## config.mk

```make
export PLATFORM = sky130hd
export DESIGN_NAME = mem_req_arbiter_flat
export DESIGN_NICKNAME = d
export VERILOG_FILES = /design/src/rtl/mem_req_arbiter_pkg.sv /design/src/rtl/mem_req_arbiter_if.sv /design/src/rtl/mem_req_arbiter_tag_fifo.sv /design/src/rtl/mem_req_arbiter.sv /design/src/flat_wrapper.sv
export SDC_FILE = /design/constraint.sdc
export NUM_CORES = 1
export LEC_CHECK = 0
export BUFFER_PORTS_ARGS = -buffer_cell sky130_fd_sc_hd__clkbuf_2
export CAP_MARGIN = 20
export CELL_PAD_IN_SITES_DETAIL_PLACEMENT = 2
export CELL_PAD_IN_SITES_GLOBAL_PLACEMENT = 2
export CORE_MARGIN = 2
export CORE_UTILIZATION = 26
export DETAILED_ROUTE_END_ITERATION = 10
export PLACE_DENSITY_LB_ADDON = 0.1
export SETUP_SLACK_MARGIN = 0.4
export SYNTH_ARGS = -nofsm -noshare
export SYNTH_HDL_FRONTEND = slang
export SYNTH_HIERARCHICAL = 1
export SYNTH_SLANG_ARGS = --single-unit
```

## constraint.sdc

```tcl
create_clock -name clk -period 4.6 [get_ports clk]
set_input_delay 0.23 -clock clk [delete_from_list [all_inputs] [get_ports clk]]
set_output_delay 0.23 -clock clk [all_outputs]
set_load 0.03 [all_outputs]
```

## src/rtl/mem_req_arbiter_pkg.sv

```systemverilog
// Shared definitions for the memory request arbiter: owner tag encoding,
// access size encoding, arbiter state encoding and the request attribute
// bundle that travels with a captured request.
package mem_req_arbiter_pkg;

  // Owner tag stored per accepted request
  localparam logic TAG_INST = 1'b0;
  localparam logic TAG_DATA = 1'b1;

  // Access size encoding on data_size / mem_size
  localparam logic [1:0] SIZE_BYTE = 2'd0;
  localparam logic [1:0] SIZE_HALF = 2'd1;
  localparam logic [1:0] SIZE_WORD = 2'd2;

  typedef enum logic [1:0] {
    ST_IDLE    = 2'd0,
    ST_GRANT_D = 2'd1,
    ST_GRANT_I = 2'd2
  } arb_state_e;

  typedef struct packed {
    logic       wr;
    logic [1:0] size;
    logic [3:0] wstrb;
  } req_attr_t;

endpackage

```

## src/rtl/mem_req_arbiter_if.sv

```systemverilog
// Bundle of the three handshake groups around the arbiter:
//   inst_*  : IF-stage read requester
//   data_*  : EXE/MEM load/store requester
//   mem_*   : shared SRAM-like port
// Modports:
//   slave  : the arbiter's view (requests and port responses are inputs)
//   master : the environment's view (requesters plus memory)
interface mem_req_arbiter_if #(
  parameter int ADDR_W = 32,
  parameter int DATA_W = 32
);
  logic              inst_req;
  logic [ADDR_W-1:0] inst_addr;
  logic              inst_addr_ok;
  logic              inst_data_ok;
  logic [DATA_W-1:0] inst_rdata;

  logic              data_req;
  logic              data_wr;
  logic [1:0]        data_size;
  logic [3:0]        data_wstrb;
  logic [ADDR_W-1:0] data_addr;
  logic [DATA_W-1:0] data_wdata;
  logic              data_addr_ok;
  logic              data_data_ok;
  logic [DATA_W-1:0] data_rdata;

  logic              mem_req;
  logic              mem_wr;
  logic [1:0]        mem_size;
  logic [3:0]        mem_wstrb;
  logic [ADDR_W-1:0] mem_addr;
  logic [DATA_W-1:0] mem_wdata;
  logic              mem_addr_ok;
  logic              mem_data_ok;
  logic [DATA_W-1:0] mem_rdata;

  modport slave (
    input  inst_req, inst_addr,
    output inst_addr_ok, inst_data_ok, inst_rdata,
    input  data_req, data_wr, data_size, data_wstrb, data_addr, data_wdata,
    output data_addr_ok, data_data_ok, data_rdata,
    output mem_req, mem_wr, mem_size, mem_wstrb, mem_addr, mem_wdata,
    input  mem_addr_ok, mem_data_ok, mem_rdata
  );

  modport master (
    output inst_req, inst_addr,
    input  inst_addr_ok, inst_data_ok, inst_rdata,
    output data_req, data_wr, data_size, data_wstrb, data_addr, data_wdata,
    input  data_addr_ok, data_data_ok, data_rdata,
    input  mem_req, mem_wr, mem_size, mem_wstrb, mem_addr, mem_wdata,
    output mem_addr_ok, mem_data_ok, mem_rdata
  );
endinterface

```

## src/rtl/mem_req_arbiter_tag_fifo.sv

```systemverilog
// In-order owner tag queue: 1 bit wide, DEPTH deep, read/write pointers
// with explicit wrap so any DEPTH in 1..4 works.
// Ports:
//   clk, rst   : clock, async active-high reset
//   push_i     : enqueue tag_i (dropped if full and not popping)
//   tag_i      : owner tag to enqueue
//   pop_i      : dequeue head (ignored when empty)
//   head_o     : tag at queue head
//   full_o     : DEPTH entries held
//   empty_o    : no entries held
//   cnt_o      : current occupancy
module arb_tag_fifo #(
  parameter  int DEPTH = 2,
  localparam int CW    = $clog2(DEPTH + 1),
  localparam int PW    = (DEPTH > 1) ? $clog2(DEPTH) : 1
) (
  input  logic          clk,
  input  logic          rst,
  input  logic          push_i,
  input  logic          tag_i,
  input  logic          pop_i,
  output logic          head_o,
  output logic          full_o,
  output logic          empty_o,
  output logic [CW-1:0] cnt_o
);
  logic [DEPTH-1:0] tags_q;
  logic [PW-1:0]    wr_ptr_q, rd_ptr_q;
  logic [CW-1:0]    cnt_q;
  logic             do_push, do_pop;

  function automatic logic [PW-1:0] wrap_inc(input logic [PW-1:0] p);
    return (p == PW'(DEPTH - 1)) ? '0 : p + PW'(1);
  endfunction

  assign full_o  = (cnt_q == CW'(DEPTH));
  assign empty_o = (cnt_q == '0);
  assign cnt_o   = cnt_q;
  assign head_o  = tags_q[rd_ptr_q];
  assign do_pop  = pop_i & ~empty_o;
  assign do_push = push_i & (~full_o | do_pop);

  always_ff @(posedge clk or posedge rst) begin
    if (rst) begin
      tags_q   <= '0;
      wr_ptr_q <= '0;
      rd_ptr_q <= '0;
      cnt_q    <= '0;
    end else begin
      if (do_push) begin
        tags_q[wr_ptr_q] <= tag_i;
        wr_ptr_q         <= wrap_inc(wr_ptr_q);
      end
      if (do_pop) rd_ptr_q <= wrap_inc(rd_ptr_q);
      if (do_push & ~do_pop)      cnt_q <= cnt_q + CW'(1);
      else if (do_pop & ~do_push) cnt_q <= cnt_q - CW'(1);
    end
  end
endmodule

```

## src/rtl/mem_req_arbiter.sv

```systemverilog
// Shares one SRAM-like port between instruction fetch and data access.
// Data wins over inst; a granted request is captured and held on mem_*
// until mem_addr_ok. Every accepted request's owner goes into an in-order
// tag queue, which steers each returning mem_data_ok to inst or data.
// Ports:
//   clk, reset : clock, async active-high reset
//   bus        : slave modport carrying inst_*, data_* and mem_* groups
module mem_req_arbiter
  import mem_req_arbiter_pkg::*;
#(
  parameter int OUTSTANDING = 2,
  parameter int ADDR_W      = 32,
  parameter int DATA_W      = 32
) (
  input logic               clk,
  input logic               reset,
  mem_req_arbiter_if.slave  bus
);
  localparam int CW = $clog2(OUTSTANDING + 1);

  arb_state_e        state_q, state_d;
  logic [ADDR_W-1:0] addr_q, addr_d;
  logic [DATA_W-1:0] wdata_q, wdata_d;
  req_attr_t         attr_q, attr_d;

  logic          accept, pop_eff, rearb, d_cand, i_cand, full_nx;
  logic          head, full, empty;
  logic [CW-1:0] cnt;

  assign accept  = (state_q != ST_IDLE) & bus.mem_addr_ok;
  // A response with nothing outstanding is a protocol error and is dropped
  assign pop_eff = bus.mem_data_ok & ~empty;
  assign rearb   = (state_q == ST_IDLE) | bus.mem_addr_ok;

  // Occupancy after this edge, so a slot freed this cycle can be granted
  // next cycle and the slot filled this cycle blocks a new grant.
  assign full_nx = (full & (~pop_eff | accept)) |
                   ((cnt == CW'(OUTSTANDING - 1)) & accept & ~pop_eff);

  // In the accept cycle the winner's req still belongs to the request just
  // taken, so it is masked out of re-arbitration to avoid a double issue.
  assign d_cand = bus.data_req & ~((state_q == ST_GRANT_D) & bus.mem_addr_ok);
  assign i_cand = bus.inst_req & ~((state_q == ST_GRANT_I) & bus.mem_addr_ok);

  arb_tag_fifo #(.DEPTH(OUTSTANDING)) u_tags (
    .clk     (clk),
    .rst     (reset),
    .push_i  (accept),
    .tag_i   ((state_q == ST_GRANT_D) ? TAG_DATA : TAG_INST),
    .pop_i   (pop_eff),
    .head_o  (head),
    .full_o  (full),
    .empty_o (empty),
    .cnt_o   (cnt)
  );

  always_ff @(posedge clk or posedge reset) begin
    if (reset) begin
      state_q <= ST_IDLE;
      addr_q  <= '0;
      wdata_q <= '0;
      attr_q  <= '0;
    end else begin
      state_q <= state_d;
      addr_q  <= addr_d;
      wdata_q <= wdata_d;
      attr_q  <= attr_d;
    end
  end

  // Next state and captured request fields
  always_comb begin
    state_d = state_q;
    addr_d  = addr_q;
    wdata_d = wdata_q;
    attr_d  = attr_q;
    if (rearb) begin
      if (full_nx) begin
        state_d = ST_IDLE;
      end else if (d_cand) begin
        state_d = ST_GRANT_D;
        addr_d  = bus.data_addr;
        wdata_d = bus.data_wdata;
        attr_d  = '{wr: bus.data_wr, size: bus.data_size, wstrb: bus.data_wstrb};
      end else if (i_cand) begin
        state_d = ST_GRANT_I;
        addr_d  = bus.inst_addr;
        wdata_d = '0;
        attr_d  = '{wr: 1'b0, size: SIZE_WORD, wstrb: 4'h0};
      end else begin
        state_d = ST_IDLE;
      end
    end
  end

  always_comb begin
    bus.mem_req      = (state_q != ST_IDLE);
    bus.mem_addr     = addr_q;
    bus.mem_wdata    = wdata_q;
    bus.mem_wr       = attr_q.wr;
    bus.mem_size     = attr_q.size;
    bus.mem_wstrb    = attr_q.wstrb;
    bus.inst_addr_ok = (state_q == ST_GRANT_I) & bus.mem_addr_ok;
    bus.data_addr_ok = (state_q == ST_GRANT_D) & bus.mem_addr_ok;
    bus.inst_data_ok = pop_eff & (head == TAG_INST);
    bus.data_data_ok = pop_eff & (head == TAG_DATA);
    bus.inst_rdata   = bus.mem_rdata;
    bus.data_rdata   = bus.mem_rdata;
  end

`ifdef MEM_REQ_ARB_CHECKS
  always_ff @(posedge clk) begin
    if (!reset) assert (!(bus.mem_data_ok && empty))
      else $error("mem_data_ok with no outstanding request");
  end
`endif
endmodule

```

## src/flat_wrapper.sv

```systemverilog
// flat-port wrapper written by rule: the top's interface ports become plain ports
module mem_req_arbiter_flat import mem_req_arbiter_pkg::*;
#(
  parameter int OUTSTANDING = 2,
  parameter int ADDR_W      = 32,
  parameter int DATA_W      = 32
)
  (clk, reset, bus_inst_req, bus_inst_addr, bus_inst_addr_ok, bus_inst_data_ok, bus_inst_rdata, bus_data_req, bus_data_wr, bus_data_size, bus_data_wstrb, bus_data_addr, bus_data_wdata, bus_data_addr_ok, bus_data_data_ok, bus_data_rdata, bus_mem_req, bus_mem_wr, bus_mem_size, bus_mem_wstrb, bus_mem_addr, bus_mem_wdata, bus_mem_addr_ok, bus_mem_data_ok, bus_mem_rdata);
  mem_req_arbiter_if #(.ADDR_W(ADDR_W), .DATA_W(DATA_W)) bus_i ();
  input logic clk;
  input logic reset;
  input wire logic [$bits(bus_i.inst_req)-1:0] bus_inst_req;
  input wire logic [$bits(bus_i.inst_addr)-1:0] bus_inst_addr;
  output wire logic [$bits(bus_i.inst_addr_ok)-1:0] bus_inst_addr_ok;
  output wire logic [$bits(bus_i.inst_data_ok)-1:0] bus_inst_data_ok;
  output wire logic [$bits(bus_i.inst_rdata)-1:0] bus_inst_rdata;
  input wire logic [$bits(bus_i.data_req)-1:0] bus_data_req;
  input wire logic [$bits(bus_i.data_wr)-1:0] bus_data_wr;
  input wire logic [$bits(bus_i.data_size)-1:0] bus_data_size;
  input wire logic [$bits(bus_i.data_wstrb)-1:0] bus_data_wstrb;
  input wire logic [$bits(bus_i.data_addr)-1:0] bus_data_addr;
  input wire logic [$bits(bus_i.data_wdata)-1:0] bus_data_wdata;
  output wire logic [$bits(bus_i.data_addr_ok)-1:0] bus_data_addr_ok;
  output wire logic [$bits(bus_i.data_data_ok)-1:0] bus_data_data_ok;
  output wire logic [$bits(bus_i.data_rdata)-1:0] bus_data_rdata;
  output wire logic [$bits(bus_i.mem_req)-1:0] bus_mem_req;
  output wire logic [$bits(bus_i.mem_wr)-1:0] bus_mem_wr;
  output wire logic [$bits(bus_i.mem_size)-1:0] bus_mem_size;
  output wire logic [$bits(bus_i.mem_wstrb)-1:0] bus_mem_wstrb;
  output wire logic [$bits(bus_i.mem_addr)-1:0] bus_mem_addr;
  output wire logic [$bits(bus_i.mem_wdata)-1:0] bus_mem_wdata;
  input wire logic [$bits(bus_i.mem_addr_ok)-1:0] bus_mem_addr_ok;
  input wire logic [$bits(bus_i.mem_data_ok)-1:0] bus_mem_data_ok;
  input wire logic [$bits(bus_i.mem_rdata)-1:0] bus_mem_rdata;
  assign bus_i.inst_req = bus_inst_req;
  assign bus_i.inst_addr = bus_inst_addr;
  assign bus_inst_addr_ok = bus_i.inst_addr_ok;
  assign bus_inst_data_ok = bus_i.inst_data_ok;
  assign bus_inst_rdata = bus_i.inst_rdata;
  assign bus_i.data_req = bus_data_req;
  assign bus_i.data_wr = bus_data_wr;
  assign bus_i.data_size = bus_data_size;
  assign bus_i.data_wstrb = bus_data_wstrb;
  assign bus_i.data_addr = bus_data_addr;
  assign bus_i.data_wdata = bus_data_wdata;
  assign bus_data_addr_ok = bus_i.data_addr_ok;
  assign bus_data_data_ok = bus_i.data_data_ok;
  assign bus_data_rdata = bus_i.data_rdata;
  assign bus_mem_req = bus_i.mem_req;
  assign bus_mem_wr = bus_i.mem_wr;
  assign bus_mem_size = bus_i.mem_size;
  assign bus_mem_wstrb = bus_i.mem_wstrb;
  assign bus_mem_addr = bus_i.mem_addr;
  assign bus_mem_wdata = bus_i.mem_wdata;
  assign bus_i.mem_addr_ok = bus_mem_addr_ok;
  assign bus_i.mem_data_ok = bus_mem_data_ok;
  assign bus_i.mem_rdata = bus_mem_rdata;
  mem_req_arbiter #(.OUTSTANDING(OUTSTANDING), .ADDR_W(ADDR_W), .DATA_W(DATA_W)) u_core (.clk(clk), .reset(reset), .bus(bus_i));
endmodule
```

==> results.json, run 1 <==
{
  "synth_nets": 537,
  "setup_violations": 0,
  "p_int_uw": 2400,
  "routed_wl_mm": 11.9,
  "place_area_sq_um": 5110,
  "die_area_sq_um": 18300,
  "core_area_sq_um": 17100,
  "gr-total-overflow": 0,
  "drt-pass1-iter-count": 4,
  "crit_arrival_ns": 2.70,
  "clkTransAtPathRegs_ns": 0.06,
  "synth.yosys.seq_area_share_pct": 44.0,
  "synth_simple_gate_area_share_pct": 5.99,
  "grt_pass1_wl_mm": 18.6,
  "port_buffers": 184,
  "antenna_found_initial": 0,
  "period_needed_ns": 2.49,
  "drive_gt1_share_pct": 49.6,
  "grt_pass1_vias": 3515,
  "yosysWarnings": 6,
  "synth-edff-count": 0,
  "dp_hpwl_mm": 8.75,
  "final_cell_mix": "184 x clkbuf_2, 79 x dfrtp_1, 47 x inv_1",
  "first_iter_violations": 62,
  "cts_root_buffer": "clkbuf_16",
  "die_x_um": 135,
  "timing.fmax_ghz": 0.402,
  "grt_usage_pct": 13.2,
  "synth_compound_area_share_pct": 2.87,
  "htree_levels": 3,
  "status": "finished clean",
  "cts_buffer_depth": 2,
  "grt_max_degree": 74,
  "pwr-share-seq_pct": 29.7,
  "clockPowerShare_pct": 15.5,
  "peakVddDrop_mv": 0.268,
  "p_sw_share_pct": 44.7,
  "rows": 48,
  "ys_types": 35,
  "cts_buffers": 9,
  "endpoint_kind": "register",
  "num_vias": 3092,
  "tightest_slew_ns": 0.878,
  "synth_top_family_by_area": "multiplexers",
  "ios": 281,
  "cts_tree": "built",
  "die_y_um": 135,
  "power_switching_uw": 1940,
  "yosys.area_share.xor_xnor_pct": 0.975,
  "final_common_cell": "clkbuf_2",
  "post_cts_buffers": 0,
  "grt_setup_unrepaired": "false",
  "clock_skew_ns": 0.00832,
  "yosys.area_share.adder_pct": 0.279,
  "synth_area_sq_um": 4490,
  "power.density_nw_per_um2": 799,
  "synthMuxAreaShare_pct": 27.9,
  "final_area_sq_um": 5440,
  "clock_latency_ns": 0.33,
  "postRouteAntennaNets": 0,
  "initial_core_util_pct": 26.2,
  "finalSetupTns_ns": 0,
  "synth_seq_cells": 79,
  "vias_per_cell": 4.14,
  "nNetsFinal": 659,
  "leakagePower_uw": 0.00286,
  "avgSynthCellArea_sq_um": 11.4,
  "numClockSinks": 79,
  "slew_violations": 0,
  "critPathLaunchType": "register",
  "n_fill_cell": 1889,
  "slew_headroom_pct": 41.4,
  "postSynthCellCount": 395,
  "fin_crit_sh_pct": 54.1,
  "cp.required_ns": 4.81,
  "combPwrFrac_pct": 54.8,
  "critPathMaxFanout": 47,
  "drc": 0,
  "critPathKind": "register to register",
  "async_flop_share_pct": 100,
  "cts_resized": 0,
  "hold_viol_final": 0,
  "synthFlopType": "dfrtp_1",
  "area_growth_pct": 21.1,
  "wl_per_cell_um": 16.0,
  "gp_congestion": 0.714,
  "antenna_cells": 0,
  "cap_violations": 0,
  "hold_class": "input port to register"
}
worst max-delay path, cell delays in order (launching register included):
cell and delay (ns):
dfrtp_1 0.48, nor2_1 0.08, nand2b_4 0.17, a31oi_1 0.34, a2bb2oi_4 0.19, buf_4 0.68
mux2_1 0.39
state kept, by name (all words and copies together) (netlist names):
name                    flops
u_core/u_tags/tags_q        2
u_core/bus.mem_addr        32
u_core/u_tags/cnt_o         2
u_core/bus.mem_wstrb        4
u_core/bus.mem_size         2
u_core/bus.mem_wdata       32
u_core/bus.mem_wr           1
u_core/u_tags/rd_ptr_q      1
u_core/state_q              2
u_core/u_tags/wr_ptr_q      1
metrics by stage:
step | hold WS (ns) | setup WS [ns] | instances | utilization, % | power (uW)
6_report | 0.117 | 2.11 | 747 | 31.8 | 4340
5_1_grt | 0.103 | 1.98 | 747 | 31.8 | 4650
4_1_cts | 0.0987 | 2.09 | 745 | 31.5 | 4430
3_5_place_dp | 0.179 | 2.11 | 728 | 29.9 | 3710
3_3_place_gp | 0.173 | 2.18 | 728 | 29.9 | 3660
2_1_floorplan | 0.0210 | 2.52 | 395 | - | 3220
cell type report:
cell class	instances	area, sq um	share of cell area, %
Clock buffer	13	260	4.79
Clock inverter	3	17.5	0.322
Inverter	48	181	3.34
Multi-Input combinational cell	188	1720	31.6
Sequential cell	79	1980	36.4
Tap cell	225	282	5.18
Timing Repair Buffer	191	1000	18.4
synth_stat cells (2+ instances only):
master    count  area [sq um]
nor3b_2       2          25.0
nor2_1       10          37.5
buf_4        65           488
o21ai_0       6          30.0
dfrtp_1      79          1980
mux2_4       32           480
mux2i_1      39           390
buf_2         2          10.0
xor2_1        2          17.5
xnor2_1       3          26.3
clkbuf_4      2          15.0
mux2_1       21           236
buf_8         3          45.0
o22ai_1       2          12.5
buf_6         5          56.3
inv_1        48           180
mux2_2       13           146
clkbuf_1      2          7.51
nand2_1      43           161
cells by family after synthesis:
logic type               after synthesis
flip-flops                            79
multiplexers                         105
buffers and inverters                128
AO/OA/AOI/OAI                         16
adder cells (fa/ha/maj)                1
AND/OR/NAND/NOR                       61
XOR/XNOR                               5
power groups by stage:
stage	clock (uW)	combinational [uW]	sequential [uW]
2_1_floorplan	0	1340	1880
3_3_place_gp	0	2370	1290
3_5_place_dp	0	2410	1300
4_1_cts	713	2420	1300
5_1_grt	741	2560	1350
6_report	675	2380	1290
routing by layer:
layer	vias up	global-route usage, %	share of wire, %
met5	-	0	0
met4	0	5.44	1.4
met3	25	3.78	7.1
met2	109	22.6	49
met1	1518	15.5	42
li1	1440	-	-
what timing repair did:
| action | CTS | global route |
|---|---|---|
| setup endpoints to repair | 0 | 0 |
| hold buffers | 1 | 0 |
| hold endpoints to repair | 6 | 0 |
worst paths after layout:
| path | startpoint | end | slack [ns] | cells after the start |
|---|---|---|---|---|
| setup / recovery | u_core/u_tags/cnt_o[0] | u_core/bus.mem_addr[28] | 2.11 | 6 |
| setup reg to reg | u_core/u_tags/cnt_o[0] | u_core/bus.mem_addr[28] | 2.11 | 6 |
| min in group asynchronous | reset | u_core/u_tags/cnt_o[0] | 0.37 | 3 |
| hold / removal | bus_data_wdata[17] | u_core/bus.mem_wdata[17] | 0.12 | 3 |
| max in group asynchronous | reset | u_core/bus.mem_addr[30] | 3.44 | 5 |
| hold reg to reg | u_core/bus.mem_addr[28] | u_core/bus.mem_addr[28] | 0.49 | 1 |
Power figures use the tool's default switching activity.
==> inputs of run 2 (changes only) <==
--- a/config.mk
+++ b/config.mk
@@ -5,12 +5,13 @@
 export SDC_FILE = /design/constraint.sdc
 export NUM_CORES = 1
 export LEC_CHECK = 0
+export ABC_AREA = 1
 export BUFFER_PORTS_ARGS = -buffer_cell sky130_fd_sc_hd__clkbuf_2
 export CAP_MARGIN = 20
 export CELL_PAD_IN_SITES_DETAIL_PLACEMENT = 2
 export CELL_PAD_IN_SITES_GLOBAL_PLACEMENT = 2
 export CORE_MARGIN = 2
-export CORE_UTILIZATION = 26
+export CORE_UTILIZATION = 22
 export DETAILED_ROUTE_END_ITERATION = 10
 export PLACE_DENSITY_LB_ADDON = 0.1
 export SETUP_SLACK_MARGIN = 0.4
==> constraint.sdc (replaced) <==
create_clock -name clk -period 2.3 [get_ports clk]
set_input_delay 0.115 -clock clk [delete_from_list [all_inputs] [get_ports clk]]
set_output_delay 0.115 -clock clk [all_outputs]
set_load 0.03 [all_outputs]
==> results.json, run 2 <==
{
  "status": "finished clean",
  "synthMostInstantiatedCell": "nand2_1",
  "critPathMaxFanout": 5,
  "grt_max_degree": 59,
  "postRouteAntennaNets": 0,
  "tightest_slew_ns": 0.759,
  "yosysWarnings": 6,
  "cts_root_buffer": "clkbuf_16",
  "die_area_sq_um": 21300,
  "routed_wl_mm": 16.6,
  "endpoint_kind": "register",
  "ys_types": 22,
  "htree_levels": 3,
  "setup_violations": 0,
  "synth_area_sq_um": 4430,
  "gr-total-overflow": 0,
  "avgSynthCellArea_sq_um": 7.88,
  "grt_setup_unrepaired": "true",
  "rows": 51,
  "postSynthCellCount": 563,
  "peakVddDrop_mv": 0.369,
  "finalSetupTns_ns": 0,
  "drc": 0,
  "final_common_cell": "nand2_1",
  "num_vias": 4230,
  "synth_nets": 705,
  "synth_seq_cells": 79,
  "dp_slack_ns": 0.305,
  "p_sw_share_pct": 49.4,
  "async_flop_share_pct": 100,
  "antenna_cells": 0,
  "grt_pass1_wl_mm": 26.2,
  "initial_core_util_pct": 22.6,
  "netlist_top_cells_count": "229 x nand2_1, 79 x dfrtp_1, 74 x nand4_1",
  "grt_usage_pct": 15.4,
  "cap_violations": 0,
  "synth.yosys.seq_area_share_pct": 44.6,
  "clkTransAtPathRegs_ns": 0.06,
  "clock_skew_ns": 0.00648,
  "leakagePower_uw": 0.00315,
  "yosysTopAreaCell": "dfrtp_1",
  "grt_pass1_vias": 4696,
  "power.density_nw_per_um2": 1470,
  "critPathLaunchType": "register",
  "cp.required_ns": 2.53,
  "worst_slack_ns": 0.494,
  "ios": 281,
  "synth-edff-count": 0,
  "core_area_sq_um": 19600,
  "p_int_uw": 4110,
  "clock_latency_ns": 0.34,
  "area_growth_pct": 24.7,
  "combPwrFrac_pct": 52.5,
  "slew_headroom_pct": 49.3,
  "cts_tree": "built",
  "gp_congestion": 0.731,
  "dp_hpwl_mm": 11.6,
  "period_needed_ns": 1.81,
  "clockPowerShare_pct": 18.2,
  "power_switching_uw": 4020,
  "fin_crit_sh_pct": 78.5,
  "timing.fmax_ghz": 0.554,
  "nNetsFinal": 818,
  "hold_viol_final": 0,
  "cts_buffer_depth": 2,
  "final_core_util_pct": 28.2,
  "synthTopCellsByArea": "dfrtp_1 45%, nand2_1 19%, buf_4 11%, nand4_1 10%, nand3_1 4.1%",
  "drt-pass1-iter-count": 4,
  "die_x_um": 146,
  "crit_arrival_ns": 2.04,
  "synth.top_cell.area_share_pct": 44.6,
  "wl_per_cell_um": 17.5,
  "cts_buffers": 9,
  "die_y_um": 146,
  "pwr-share-seq_pct": 29.3,
  "slew_violations": 0,
  "first_iter_violations": 128,
  "final_cell_mix": "226 x nand2_1, 184 x clkbuf_2, 77 x dfrtp_1",
  "vias_per_cell": 4.48,
  "hold_class": "input port to register",
  "antenna_found_initial": 0,
  "synthFlopType": "dfrtp_1",
  "drive_gt1_share_pct": 34.7,
  "critPathKind": "register to register",
  "port_buffers": 184,
  "numClockSinks": 79
}
## run 2: metrics by stage
step | total power (uW) | instance area, sq um | instances | hold slack [ns]
6_report | 8130 | 5530 | 945 | 0.0143
5_1_grt | 8760 | 5530 | 945 | 0.0118
4_1_cts | 8190 | 5470 | 939 | 0.00109
3_5_place_dp | 6620 | 5130 | 920 | 0.0820
3_3_place_gp | 6510 | 5130 | 920 | 0.0761
2_1_floorplan | 5410 | 4440 | 563 | -0.0940
## run 2: per-layer routing
| layer | track usage [%] | part of all wire, % |
|---|---|---|
| met5 | 0 | 0 |
| met4 | 4.08 | 1.2 |
| met1 | 19.0 | 43 |
| met3 | 4.73 | 6.1 |
| met2 | 26.2 | 49 |
## run 2: cell type report
| type | count | area [sq um] |
|---|---|---|
| fill | 2328 | 14100 |
| tap | 265 | 332 |
| clock buffer | 12 | 256 |
| clock inverter | 3 | 42.5 |
| timing repair buffer | 205 | 1140 |
| sequential | 79 | 1980 |
| multi-input combinational | 360 | 1700 |
| inverter | 21 | 82.6 |
## run 2: path summary, 6_finish.rpt
check,endpoint,depth (start not counted),from,slack (ns)
setup reg to reg,u_core/u_tags/cnt_o[1],13,u_core/u_tags/cnt_o[1],0.49
min in group asynchronous,u_core/u_tags/cnt_o[1],3,reset,0.27
hold / removal,u_core/bus.mem_wdata[24],3,bus_data_wdata[24],0.01
max in group asynchronous,u_core/bus.mem_wdata[26],4,reset,1.35
hold reg to reg,u_core/bus.mem_wdata[9],2,u_core/bus.mem_wdata[9],0.47
setup / recovery,u_core/u_tags/cnt_o[1],13,u_core/u_tags/cnt_o[1],0.49
## run 2: kinds of logic after synthesis
group           Yosys count  share of synthesized area, %
buf+inv                 125                          17.9
fa+ha+maj                 1                         0.282
compound gates            3                         0.423
simple gates            352                          36.1
xor+xnor                  2                         0.395
mux                       1                         0.254
flops                    79                          44.6
## run 2: what timing repair did
item	in CTS	in global routing
hold buffers	3	0
gates cloned	0	1
hold endpoints to repair	24	0
pin swaps	0	1
buffers inserted	1	5
endpoints found under the setup margin	52	54
gates resized for setup	4	2
## run 2: power by group through the flow
| stage | Sequential (uW) | Clock, uW | Combinational, uW |
|---|---|---|---|
| 6_report | 2380 | 1480 | 4270 |
| 3_3_place_gp | 2400 | 0 | 4110 |
| 5_1_grt | 2470 | 1580 | 4700 |
| 2_1_floorplan | 3450 | 0 | 1960 |
| 4_1_cts | 2410 | 1530 | 4250 |
| 3_5_place_dp | 2440 | 0 | 4180 |
## run 2: critical path, cell delays in order (launching register included)
cell and delay [ns]:
dfrtp_2 0.42, nor2_1 0.10, inv_1 0.06, nand2_2 0.09, inv_1 0.07, inv_1 0.09
nand3_4 0.10, nand2_1 0.09, inv_1 0.05, ha_1 0.31, a21oi_2 0.15, nand2_1 0.06
nand2_1 0.05, nand2_1 0.05
